==> config.mk <==
export PLATFORM = sky130hd
export DESIGN_NAME = rob_param
export DESIGN_NICKNAME = d
export VERILOG_FILES = /design/src/rtl/rob_param.sv
export SDC_FILE = /design/constraint.sdc
export NUM_CORES = 2
export LEC_CHECK = 0
export ABC_AREA = 1
export BUFFER_PORTS_ARGS = -buffer_cell sky130_fd_sc_hd__buf_2
export CAP_MARGIN = 10
export CORE_MARGIN = 1.5
export CORE_UTILIZATION = 35
export CTS_CLUSTER_DIAMETER = 50
export DETAILED_ROUTE_END_ITERATION = 10
export HOLD_SLACK_MARGIN = 0.02
export SYNTH_ARGS = -nofsm -noshare
export SYNTH_HDL_FRONTEND = slang
export SYNTH_SLANG_ARGS = --single-unit
==> constraint.sdc <==
create_clock -name clk -period 5.2 [get_ports clk]
set_clock_uncertainty 0.05 [all_clocks]
set_input_delay 0.52 -clock clk [delete_from_list [all_inputs] [get_ports clk]]
set_output_delay 0.52 -clock clk [all_outputs]
set_load 0.05 [all_outputs]
==> src/rtl/rob_param.sv <==
// rtl/rob_param.sv - parametrised reorder buffer with multi-port CDB write-back, store handshake and flush
//
// Purpose: tracks in-flight instructions in program order, accepts out-of-order
// results from CDB_PORTS write-back ports and retires at most one entry per cycle.
// Optional feature: define ROB_CDB_BYPASS_EN to let the operand check ports see
// same-cycle CDB results; undefined (default) they read stored state only.
//
// Ports:
//   clk, rst (async, active-low)
//   alloc_*            decoder allocation request, alloc_ready/alloc_tag/count status
//   cdb_*              per-port write-back (flattened vectors, port 0 in the low bits)
//   chk_tag*/chk_*     combinational operand lookup
//   reg_*              registered RegFile commit pulse and fields
//   dcache_*           registered store pulse and fields, dcache_ready back-pressure
//   pc_modify/npc      registered redirect pulse on mispredict
//   brp_*              registered branch-predictor update pulse
module rob_param #(
  parameter int DEPTH     = 8,
  parameter int DATA_W    = 32,
  parameter int ADDR_W    = 32,
  parameter int REG_W     = 5,
  parameter int BRA_W     = 8,
  parameter int CDB_PORTS = 2,
  localparam int PTR_W    = $clog2(DEPTH)
) (
  input  logic                          clk,
  input  logic                          rst,
  input  logic                          alloc_valid,
  output logic                          alloc_ready,
  input  logic [2:0]                    alloc_op,
  input  logic [REG_W-1:0]              alloc_reg,
  input  logic [BRA_W-1:0]              alloc_bra_addr,
  output logic [PTR_W-1:0]              alloc_tag,
  output logic [PTR_W:0]                count,
  input  logic [CDB_PORTS-1:0]          cdb_valid,
  input  logic [CDB_PORTS*PTR_W-1:0]    cdb_tag,
  input  logic [CDB_PORTS*DATA_W-1:0]   cdb_value,
  input  logic [CDB_PORTS*ADDR_W-1:0]   cdb_addr,
  input  logic [CDB_PORTS-1:0]          cdb_mispredict,
  input  logic [CDB_PORTS-1:0]          cdb_taken,
  input  logic [PTR_W-1:0]              chk_tag1,
  input  logic [PTR_W-1:0]              chk_tag2,
  output logic [DATA_W-1:0]             chk_value1,
  output logic [DATA_W-1:0]             chk_value2,
  output logic                          chk_ready1,
  output logic                          chk_ready2,
  output logic                          reg_modify,
  output logic [REG_W-1:0]              reg_name,
  output logic [DATA_W-1:0]             reg_data,
  output logic [PTR_W-1:0]              reg_entry,
  output logic                          dcache_write,
  output logic [3:0]                    dcache_mask,
  output logic [ADDR_W-1:0]             dcache_addr,
  output logic [DATA_W-1:0]             dcache_data,
  input  logic                          dcache_ready,
  output logic                          pc_modify,
  output logic [ADDR_W-1:0]             npc,
  output logic                          brp_update,
  output logic [BRA_W-1:0]              brp_addr,
  output logic                          brp_result
);

  localparam logic [2:0] OP_BR = 3'd1, OP_NORM = 3'd2, OP_SB = 3'd3, OP_SH = 3'd4, OP_SW = 3'd5;

  logic              busy_q [DEPTH];
  logic              rdy_q  [DEPTH];
  logic [2:0]        op_q   [DEPTH];
  logic [REG_W-1:0]  reg_q  [DEPTH];
  logic [DATA_W-1:0] val_q  [DEPTH];
  logic [ADDR_W-1:0] addr_q [DEPTH];
  logic [BRA_W-1:0]  bra_q  [DEPTH];
  logic              mis_q  [DEPTH];
  logic              tk_q   [DEPTH];
  logic [PTR_W-1:0]  head, tail;

  assign alloc_ready = (count != (PTR_W+1)'(DEPTH));
  assign alloc_tag   = tail;

  // Per-entry CDB select; scanning ports high-to-low lets the lowest port win.
  logic              wr_hit  [DEPTH];
  logic [DATA_W-1:0] wr_val  [DEPTH];
  logic [ADDR_W-1:0] wr_addr [DEPTH];
  logic              wr_mis  [DEPTH];
  logic              wr_tk   [DEPTH];

  always_comb begin
    for (int e = 0; e < DEPTH; e++) begin
      wr_hit[e]  = 1'b0;
      wr_val[e]  = '0;
      wr_addr[e] = '0;
      wr_mis[e]  = 1'b0;
      wr_tk[e]   = 1'b0;
      for (int p = CDB_PORTS - 1; p >= 0; p--) begin
        if (cdb_valid[p] && (cdb_tag[p*PTR_W +: PTR_W] == PTR_W'(e))) begin
          wr_hit[e]  = 1'b1;
          wr_val[e]  = cdb_value[p*DATA_W +: DATA_W];
          wr_addr[e] = cdb_addr[p*ADDR_W +: ADDR_W];
          wr_mis[e]  = cdb_mispredict[p];
          wr_tk[e]   = cdb_taken[p];
        end
      end
    end
  end

  // Head decode
  logic [2:0]        h_op;
  logic [DATA_W-1:0] h_val;
  logic [1:0]        h_lo;
  logic              h_store, do_commit, do_flush, do_alloc;
  logic              st_write;
  logic [3:0]        st_mask;
  logic [DATA_W-1:0] st_data;

  assign h_op      = op_q[head];
  assign h_val     = val_q[head];
  assign h_lo      = addr_q[head][1:0];
  assign h_store   = (h_op == OP_SB) || (h_op == OP_SH) || (h_op == OP_SW);
  assign do_commit = busy_q[head] && rdy_q[head] && (!h_store || dcache_ready);
  assign do_flush  = do_commit && (h_op == OP_BR) && mis_q[head];
  assign do_alloc  = alloc_valid && alloc_ready && !do_flush;

  // Store lane formatting; misaligned SH/SW retire silently.
  always_comb begin
    st_write = 1'b0;
    st_mask  = 4'b0000;
    st_data  = h_val;
    case (h_op)
      OP_SB: begin
        st_write = 1'b1;
        st_mask  = 4'b0001 << h_lo;
        st_data  = h_val << {h_lo, 3'b000};
      end
      OP_SH: begin
        st_write = !h_lo[0];
        st_mask  = h_lo[1] ? 4'b1100 : 4'b0011;
        st_data  = h_lo[1] ? (h_val << 16) : h_val;
      end
      OP_SW: begin
        st_write = (h_lo == 2'b00);
        st_mask  = 4'b1111;
      end
      default: ;
    endcase
  end

  always_ff @(posedge clk or negedge rst) begin
    if (!rst) begin
      head <= '0;
      tail <= '0;
      count <= '0;
      for (int e = 0; e < DEPTH; e++) begin
        busy_q[e] <= 1'b0;
        rdy_q[e]  <= 1'b0;
        op_q[e]   <= '0;
        reg_q[e]  <= '0;
        val_q[e]  <= '0;
        addr_q[e] <= '0;
        bra_q[e]  <= '0;
        mis_q[e]  <= 1'b0;
        tk_q[e]   <= 1'b0;
      end
      reg_modify   <= 1'b0;
      reg_name     <= '0;
      reg_data     <= '0;
      reg_entry    <= '0;
      dcache_write <= 1'b0;
      dcache_mask  <= '0;
      dcache_addr  <= '0;
      dcache_data  <= '0;
      pc_modify    <= 1'b0;
      npc          <= '0;
      brp_update   <= 1'b0;
      brp_addr     <= '0;
      brp_result   <= 1'b0;
    end else begin
      reg_modify   <= 1'b0;
      dcache_write <= 1'b0;
      pc_modify    <= 1'b0;
      brp_update   <= 1'b0;

      for (int e = 0; e < DEPTH; e++) begin
        if (wr_hit[e] && busy_q[e] && !rdy_q[e]) begin
          rdy_q[e]  <= 1'b1;
          val_q[e]  <= wr_val[e];
          addr_q[e] <= wr_addr[e];
          mis_q[e]  <= wr_mis[e];
          tk_q[e]   <= wr_tk[e];
        end
      end

      if (do_commit) begin
        busy_q[head] <= 1'b0;
        rdy_q[head]  <= 1'b0;
        head         <= head + 1'b1;
        if (h_op == OP_NORM) begin
          reg_modify <= 1'b1;
          reg_name   <= reg_q[head];
          reg_data   <= h_val;
          reg_entry  <= head;
        end
        if (h_op == OP_BR) begin
          brp_update <= 1'b1;
          brp_addr   <= bra_q[head];
          brp_result <= tk_q[head];
          if (mis_q[head]) begin
            pc_modify <= 1'b1;
            npc       <= addr_q[head];
          end
        end
        if (h_store && st_write) begin
          dcache_write <= 1'b1;
          dcache_mask  <= st_mask;
          dcache_addr  <= {addr_q[head][ADDR_W-1:2], 2'b00};
          dcache_data  <= st_data;
        end
      end

      // Placed after the commit clear so a new allocation into the retiring slot wins.
      if (do_alloc) begin
        busy_q[tail] <= 1'b1;
        rdy_q[tail]  <= 1'b0;
        op_q[tail]   <= alloc_op;
        reg_q[tail]  <= alloc_reg;
        bra_q[tail]  <= alloc_bra_addr;
        val_q[tail]  <= '0;
        tail         <= tail + 1'b1;
      end

      count <= count + (PTR_W+1)'(do_alloc) - (PTR_W+1)'(do_commit);

      if (do_flush) begin
        for (int e = 0; e < DEPTH; e++) begin
          busy_q[e] <= 1'b0;
          rdy_q[e]  <= 1'b0;
        end
        head  <= '0;
        tail  <= '0;
        count <= '0;
      end
    end
  end

  // Operand lookup
  logic [PTR_W-1:0]  ct   [2];
  logic [DATA_W-1:0] cval [2];
  logic              crdy [2];

  assign ct[0] = chk_tag1;
  assign ct[1] = chk_tag2;

  always_comb begin
    for (int c = 0; c < 2; c++) begin
      crdy[c] = busy_q[ct[c]] && rdy_q[ct[c]];
      cval[c] = busy_q[ct[c]] ? val_q[ct[c]] : '0;
`ifdef ROB_CDB_BYPASS_EN
      for (int p = CDB_PORTS - 1; p >= 0; p--) begin
        if (cdb_valid[p] && busy_q[ct[c]] && (cdb_tag[p*PTR_W +: PTR_W] == ct[c])) begin
          crdy[c] = 1'b1;
          cval[c] = cdb_value[p*DATA_W +: DATA_W];
        end
      end
`else
      // Stored state only: a CDB result shows here one cycle after write-back.
`endif
    end
  end

  assign chk_value1 = cval[0];
  assign chk_value2 = cval[1];
  assign chk_ready1 = crdy[0];
  assign chk_ready2 = crdy[1];

endmodule

Word-level counts from Yosys, hierarchy flattened

Cells that the tools add are included.

Add/subtract/negate cells: 4
$lt $le $gt $ge: 6
Muxes and demuxes: 184
Bitwise logic cells: 12
Reductions and logical operators: 66
Shift operators: 2
Eq/ne operators: 20

Operator list:

| operator                                                  | number |
|---|---|
| 2-to-1 mux 32 bit                                         | 52 |
| binary-select mux 32 bit (select 3 bit)                   | 4 |
| AND 256 bit                                               | 1 |
| 2-to-1 mux 256 bit                                        | 1 |
| inverter 256 bit                                          | 1 |
| demux 32 bit (select 3 bit)                               | 1 |
| 2-to-1 mux 1 bit                                          | 83 |
| 2-to-1 mux 8 bit                                          | 9 |
| bitwise mux 64 bit                                        | 1 |
| one-hot mux 32 bit (2 select lines)                       | 1 |
| logical AND 1 bit                                         | 43 |
| bitwise mux 40 bit                                        | 1 |
| left shift 32 x 5 -> 32 bit                               | 1 |
| == test 3 bit (second input constant)                     | 10 |
| AND 8 bit                                                 | 3 |
| binary-select mux 1 bit (select 3 bit)                    | 8 |
| binary-select mux 8 bit (select 3 bit)                    | 1 |
| bitwise mux 24 bit                                        | 1 |
| demux 8 bit (select 3 bit)                                | 1 |
| 2-to-1 mux 3 bit                                          | 7 |
| == test 3 x 2 -> 1 bit (second input constant)            | 6 |
| greater-or-equal comparator 4 bit (second input constant) | 4 |
| inverter 3 -> 4 bit                                       | 4 |
| inverter 8 bit                                            | 2 |
| 24 further kinds                                          | 48 |

Logic and storage cells: 382
Input bits: 166
Flip-flop bits (word level): 833

Depth between registers and ports, before layout

Word-level depth: 17
Gate-level depth with buffers: 25

Worst setup path before layout

No wires, ideal clock.

Path kind: reg2reg
Start point: register count[2]
End point: register count[2]
Arrival: 3.390 ns
Clock period less this slack: 3.553 ns
Cell stages (with the launch flop): 16
Data required time: 5.037 ns
Path slack: 1.647 ns
Path through: dfrtp_1 inv_1 ha_1 nand2_1 nand2_1 clkinv_1 buf_2 buf_2 nand2_2 ha_1 inv_1 ha_1 fa_1 xor2_1 nand2_1 inv_1

Cells in the longest elaborated chain, start to end: 6

RTL lines:

| element                        | RTL line | text |
|---|---|---|
| start, declared                | 34       | `output logic [PTR_W:0] count,` |
| start signal, assigned         | 229      | `count <= count + (PTR_W+1)'(do_alloc) - (PTR_W+1)'(do_commit);` |
| inequality test 4 bit          | 76       | `assign alloc_ready = (count != (PTR_W+1)'(DEPTH));` |
| net alloc_ready                | 29       | `output logic alloc_ready,` |
| logical AND 1 bit (2 in a row) | 120      | `assign do_alloc = alloc_valid && alloc_ready && !do_flush;` |
| adder 4 x 1 -> 4 bit           | 229      |  |
| subtractor 4 x 1 -> 4 bit      | 229      |  |
| 2-to-1 mux 4 bit               | 231      | `if (do_flush) begin` |

The timed path passes the listed nets, and every way through them passes these cells.
A chain may end at the register's enable or synchronous reset.

Final worst setup path

Start point: register head[0]
End point: register reg_q[26] in the netlist's numbering

Cells in the longest elaborated chain, start to end: 14

RTL lines:

| element                                                 | RTL line      | text |
|---|---|---|
| start, declared                                         | 74            | `logic [PTR_W-1:0] head, tail;` |
| start signal, assigned                                  | 194           | `head <= head + 1'b1;` |
| inverter 3 -> 4 bit (not written as such) *             | 114, 118, 119 |  |
| binary-select mux 3 bit (select 3 bit)                  | 114           | `assign h_op = op_q[head];` |
| 2-to-1 mux 3 bit (not written as such) (2 in a row)     | 114           |  |
| == test 3 x 2 -> 1 bit or == test 3 bit (tied branches) | 117           | `assign h_store = (h_op == OP_SB) \|\| (h_op == OP_SH) \|\| (h_op == OP_SW);` |
| logical OR 1 bit (2 in a row)                           | 117           |  |
| logical NOT 1 bit                                       | 118           | `assign do_commit = busy_q[head] && rdy_q[head] && (!h_store \|\| dcache_ready);` |
| logical OR 1 bit                                        | 118           |  |
| logical AND 1 bit                                       | 118           |  |
| logical AND 1 bit                                       | 119           | `assign do_flush = do_commit && (h_op == OP_BR) && mis_q[head];` |
| logical AND 1 bit *                                     | 119           |  |
| logical NOT 1 bit *                                     | 120           |  |
| logical AND 1 bit *                                     | 120           |  |
| end signal, assigned by index                           | 223           | `reg_q[tail] <= alloc_reg;` |
| end, declared                                           | 68            | `logic [REG_W-1:0] reg_q [DEPTH];` |

Mark *: on every way between the ends. The rest lies on a longest branch, timed or not. The select of a mux whose other input is x is not followed.

==> results.md <==
* GRT Util Overall at 0.284
* CP Class: reg -> reg
* Worst R2R Start: head[0]
* Int Pwr at 0.0193 W
* Switching power at roughly 0.017 W
* First-pass GRT wire length at around 310000 um
* Area occupied by registers at roughly 21000 um^2
* Design Area, Final at between 50000 and 60000 um^2
* Filler Cell Count at about 15000
* Pleak at 27.9 nW
* Worst setup SP type: flip-flop
* HP Start: alloc_bra_addr[6]
* CTS sink cnt at approximately 830
* Final Util at 0.408
* Slew @ Worst Pin at roughly 1.1 ns
* CP max stage delay at 0.67 ns
* M1 GR Usage at 0.373
* Detailed Route WL at around 210000 um
* Post-CTS Hold Fix Bufs at 15
* Antenna violations before repair at 32
* RSZ-0062 raised after global routing: false
* Die H at roughly 380 um
* Worst Path Required at a little under 6 ns
* Die Width at approximately 380 um
* Final setup viols at 0
* Drt drc at 0
* Sequential power share at 0.309
* Synth-to-Final Area Change at 15.7%
* DRT antenna net count at 0
* YS warnings at 0
* Placer Congestion at approximately 0.91
* Slowest CP cell: dfrtp_4
* Post-cts sizing count at 0
* DRT iter0 DRCs at 6538
* Reg clk slew, reported paths at roughly 0.060 ns
* Commonest non-fill, non-tap cell in the layout: nand2_1
* Slew headroom at 0.281
* FF-to-FF path depth at 16
* Hold path depth at 3
* Status: completed
* Minimum clock period at approximately 4.4 ns
* Multi-input logic area at about 25000 um^2
* Share of cells above drive strength 1 at 0.133
* Clk buf depth at 3
* M2 GR Usage at 0.436
* GRT busiest layer: met2
* Synthesized cell area at around 50000 um^2
* Fin nets at around 7300
* PwrDens at between 600 and 700 nW/um^2
* Fmax at about 0.23 GHz
* Critical path buffers and inverters at 5
* Inserted Clock Buffers at 130
* Switching share of power at 0.463
* Vias in the first global route at ~47000
* Final Hold Viols at 0
* Largest net degree at the start of global routing at about 160
* Initial core utilization at 0.352
* Placed Instance Area at ~53000 um^2
* Slew Viols, Final at 0
* TritonRoute pass-1 iters at 6
* Root Driver: clkbuf_16
* Worst Hold End: bra_q[6]
* GR met3 Demand/Resource at 0.0730
* Clock power share at 0.255
* Clock Latency Late Sink at between 0.7 and 0.8 ns
* Die Area at ~140000 um^2
* Sequential area share after synthesis at 0.419
* Grt total ovfl at 0
* Comb pwr share at 0.437
* I/O pin total at 393
* Netlist cell types at between 40 and 50
* Most frequent cells in the layout: nand2_1, o21ai_0, dfrtp_1, inv_1, buf_2
* Post-detail-place hpwl at roughly 130000 um
* Max_cap viols at 0
* Crit share post-route at 0.843
* CP endpoint kind: flip-flop
* Wire per inst at about 23 um
* Syn Area/Cell at ~7.1 um^2
* Reg2reg end: reg_q[26]
* Crit path max-delay family: buffers and inverters
* Setup TNS Final at 0 ns
* Worst-path cell chain: inv_6 > nand2_1 > nand3_1 > nand2_1 > inv_1 > nand2_2 > nor2_4 > nand2_4 > nand2_2 > nand2_2 > nand3_4 > buf_12 > buf_4 > buf_4 > nand4_1 > nand2_1
* Mapped Cells at about 7000
* Row Count at about 140
* Yosys reg bits at between 800 and 900
* Htree depth at 4
* Placeable Area at 141000 um^2
* CP Data Arrival Time at 5.04 ns
* IO buf count at 390
* Worst hold path type: in -> reg
* Maximum vdd drop at between 0.3 and 0.4 mV
* CTS tree: yes
* Crit path max fanout at 71
* Vias per cell at ~5.5
* Via count at roughly 50000
* Reg-to-reg slack, setup at slightly above 0.8 ns
* Post-CTS setup buffers at 0
[how the worst max path moves through the flow]
stage | startpoint | end | slack [ns] | cells past startpoint
global route | head[0] | bra_q[45] | 0.50 | 16
finish | head[0] | reg_q[26] | 0.82 | 16
CTS | head[0] | reg_q[26] | 0.89 | 16
global placement | head[0] | bra_q[38] | 1.01 | 16
floorplan | count[2] | count[2] | 1.65 | 15
detailed placement | head[0] | reg_q[26] | 0.92 | 16
[cell families (layout without fill, tap and decap cells)]
logic type / count (synthesis) / after routing / share of synthesized area
adder cells (fa/ha/maj): 8 / 8 / 0.00216
flip-flops: 833 / 833 / 0.419
multiplexers: 224 / 224 / 0.0492
XOR/XNOR: 4 / 4 / 0.000704
AND/OR/NAND/NOR: 3151 / 3151 / 0.255
AO/OA/AOI/OAI: 1771 / 1771 / 0.185
buffers and inverters: 1032 / 1229 / 0.0891
other: 1 / 7 / 0.0000754
[per-stage QoR]
stage | total power, W | std cells | setup slack [ns] | hold slack, ns
6_report | 0.0359 | 9117 | 0.819 | 0.0720
5_1_grt | 0.0380 | 9114 | 0.495 | 0.0641
4_1_cts | 0.0358 | 9112 | 0.887 | 0.0223
3_5_place_dp | 0.0266 | 8864 | 0.918 | 0.408
3_3_place_gp | 0.0263 | 8864 | 1.01 | 0.403
2_1_floorplan | 0.0212 | 7025 | 1.65 | 0.174
[power groups by stage]
stage / clock, W / combinational (W) / sequential [W]
floorplan: 0 / 0.00929 / 0.0119
global placement: 0 / 0.0152 / 0.0111
detailed placement: 0 / 0.0155 / 0.0111
CTS: 0.00928 / 0.0155 / 0.0110
global route: 0.00955 / 0.0171 / 0.0114
finish: 0.00915 / 0.0157 / 0.0111
[cell type report]
cell class / count / share of cell area
diodes: 5 / 0.000217
clock buffers: 170 / 0.0639
clock inverters: 63 / 0.0144
inverters: 489 / 0.0322
multi-input cells: 5160 / 0.428
flip-flops and latches: 833 / 0.362
well taps: 1890 / 0.0411
repair buffers: 507 / 0.0577
[worst register-to-register path: stages, from the launching register on]
cell,delay (ns)
dfrtp_4,0.67
inv_6,0.62
nand2_1,0.15
nand3_1,0.10
nand2_1,0.08
inv_1,0.07
nand2_2,0.09
nor2_4,0.13
nand2_4,0.12
nand2_2,0.09
nand2_2,0.15
nand3_4,0.24
buf_12,0.32
buf_4,0.47
buf_4,0.64
nand4_1,0.20
nand2_1,0.12
[sequential cells by signal, indices dropped and copies added (netlist names), 24 cells and up]
register / cells
npc: 32
reg_q: 40
op_q: 24
bra_q: 64
dcache_data: 32
dcache_addr: 30
reg_data: 32
addr_q: 256
val_q: 256
[synthesized netlist by cell type, drive strengths merged]
| master | instances | area share |
|---|---|---|
| a221oi | 44 | 0.0077 |
| clkinv | 8 | 0.00070 |
| fa | 1 | 0.00040 |
| a22oi | 48 | 0.0072 |
| nor2 | 398 | 0.031 |
| mux2 | 163 | 0.037 |
| a21oi | 317 | 0.032 |
| mux2i | 61 | 0.012 |
| o211ai | 5 | 0.00075 |
| a211oi | 2 | 0.00030 |
| o22ai | 11 | 0.0014 |
| o21ai | 1340 | 0.13 |
| ha | 7 | 0.0018 |
| or2 | 9 | 0.0011 |
| inv | 481 | 0.036 |
| conb | 1 | 0.000075 |
| buf | 186 | 0.025 |
| nor3 | 10 | 0.0010 |
| nand2 | 2424 | 0.18 |
| nand4 | 182 | 0.023 |
| o2111ai | 2 | 0.00035 |
| nand3b | 1 | 0.00015 |
| nand3 | 127 | 0.015 |
| clkbuf | 357 | 0.027 |
| a31oi | 2 | 0.00025 |
| dfrtp | 833 | 0.42 |
| xor2 | 4 | 0.00070 |
[layer usage]
metal	up-vias	routed length [um]
met3	527	22300
li1	23100	-
met1	23700	84900
met4	30	10300
met2	2728	92100
met5	-	198
Power figures use the tool's default switching activity.
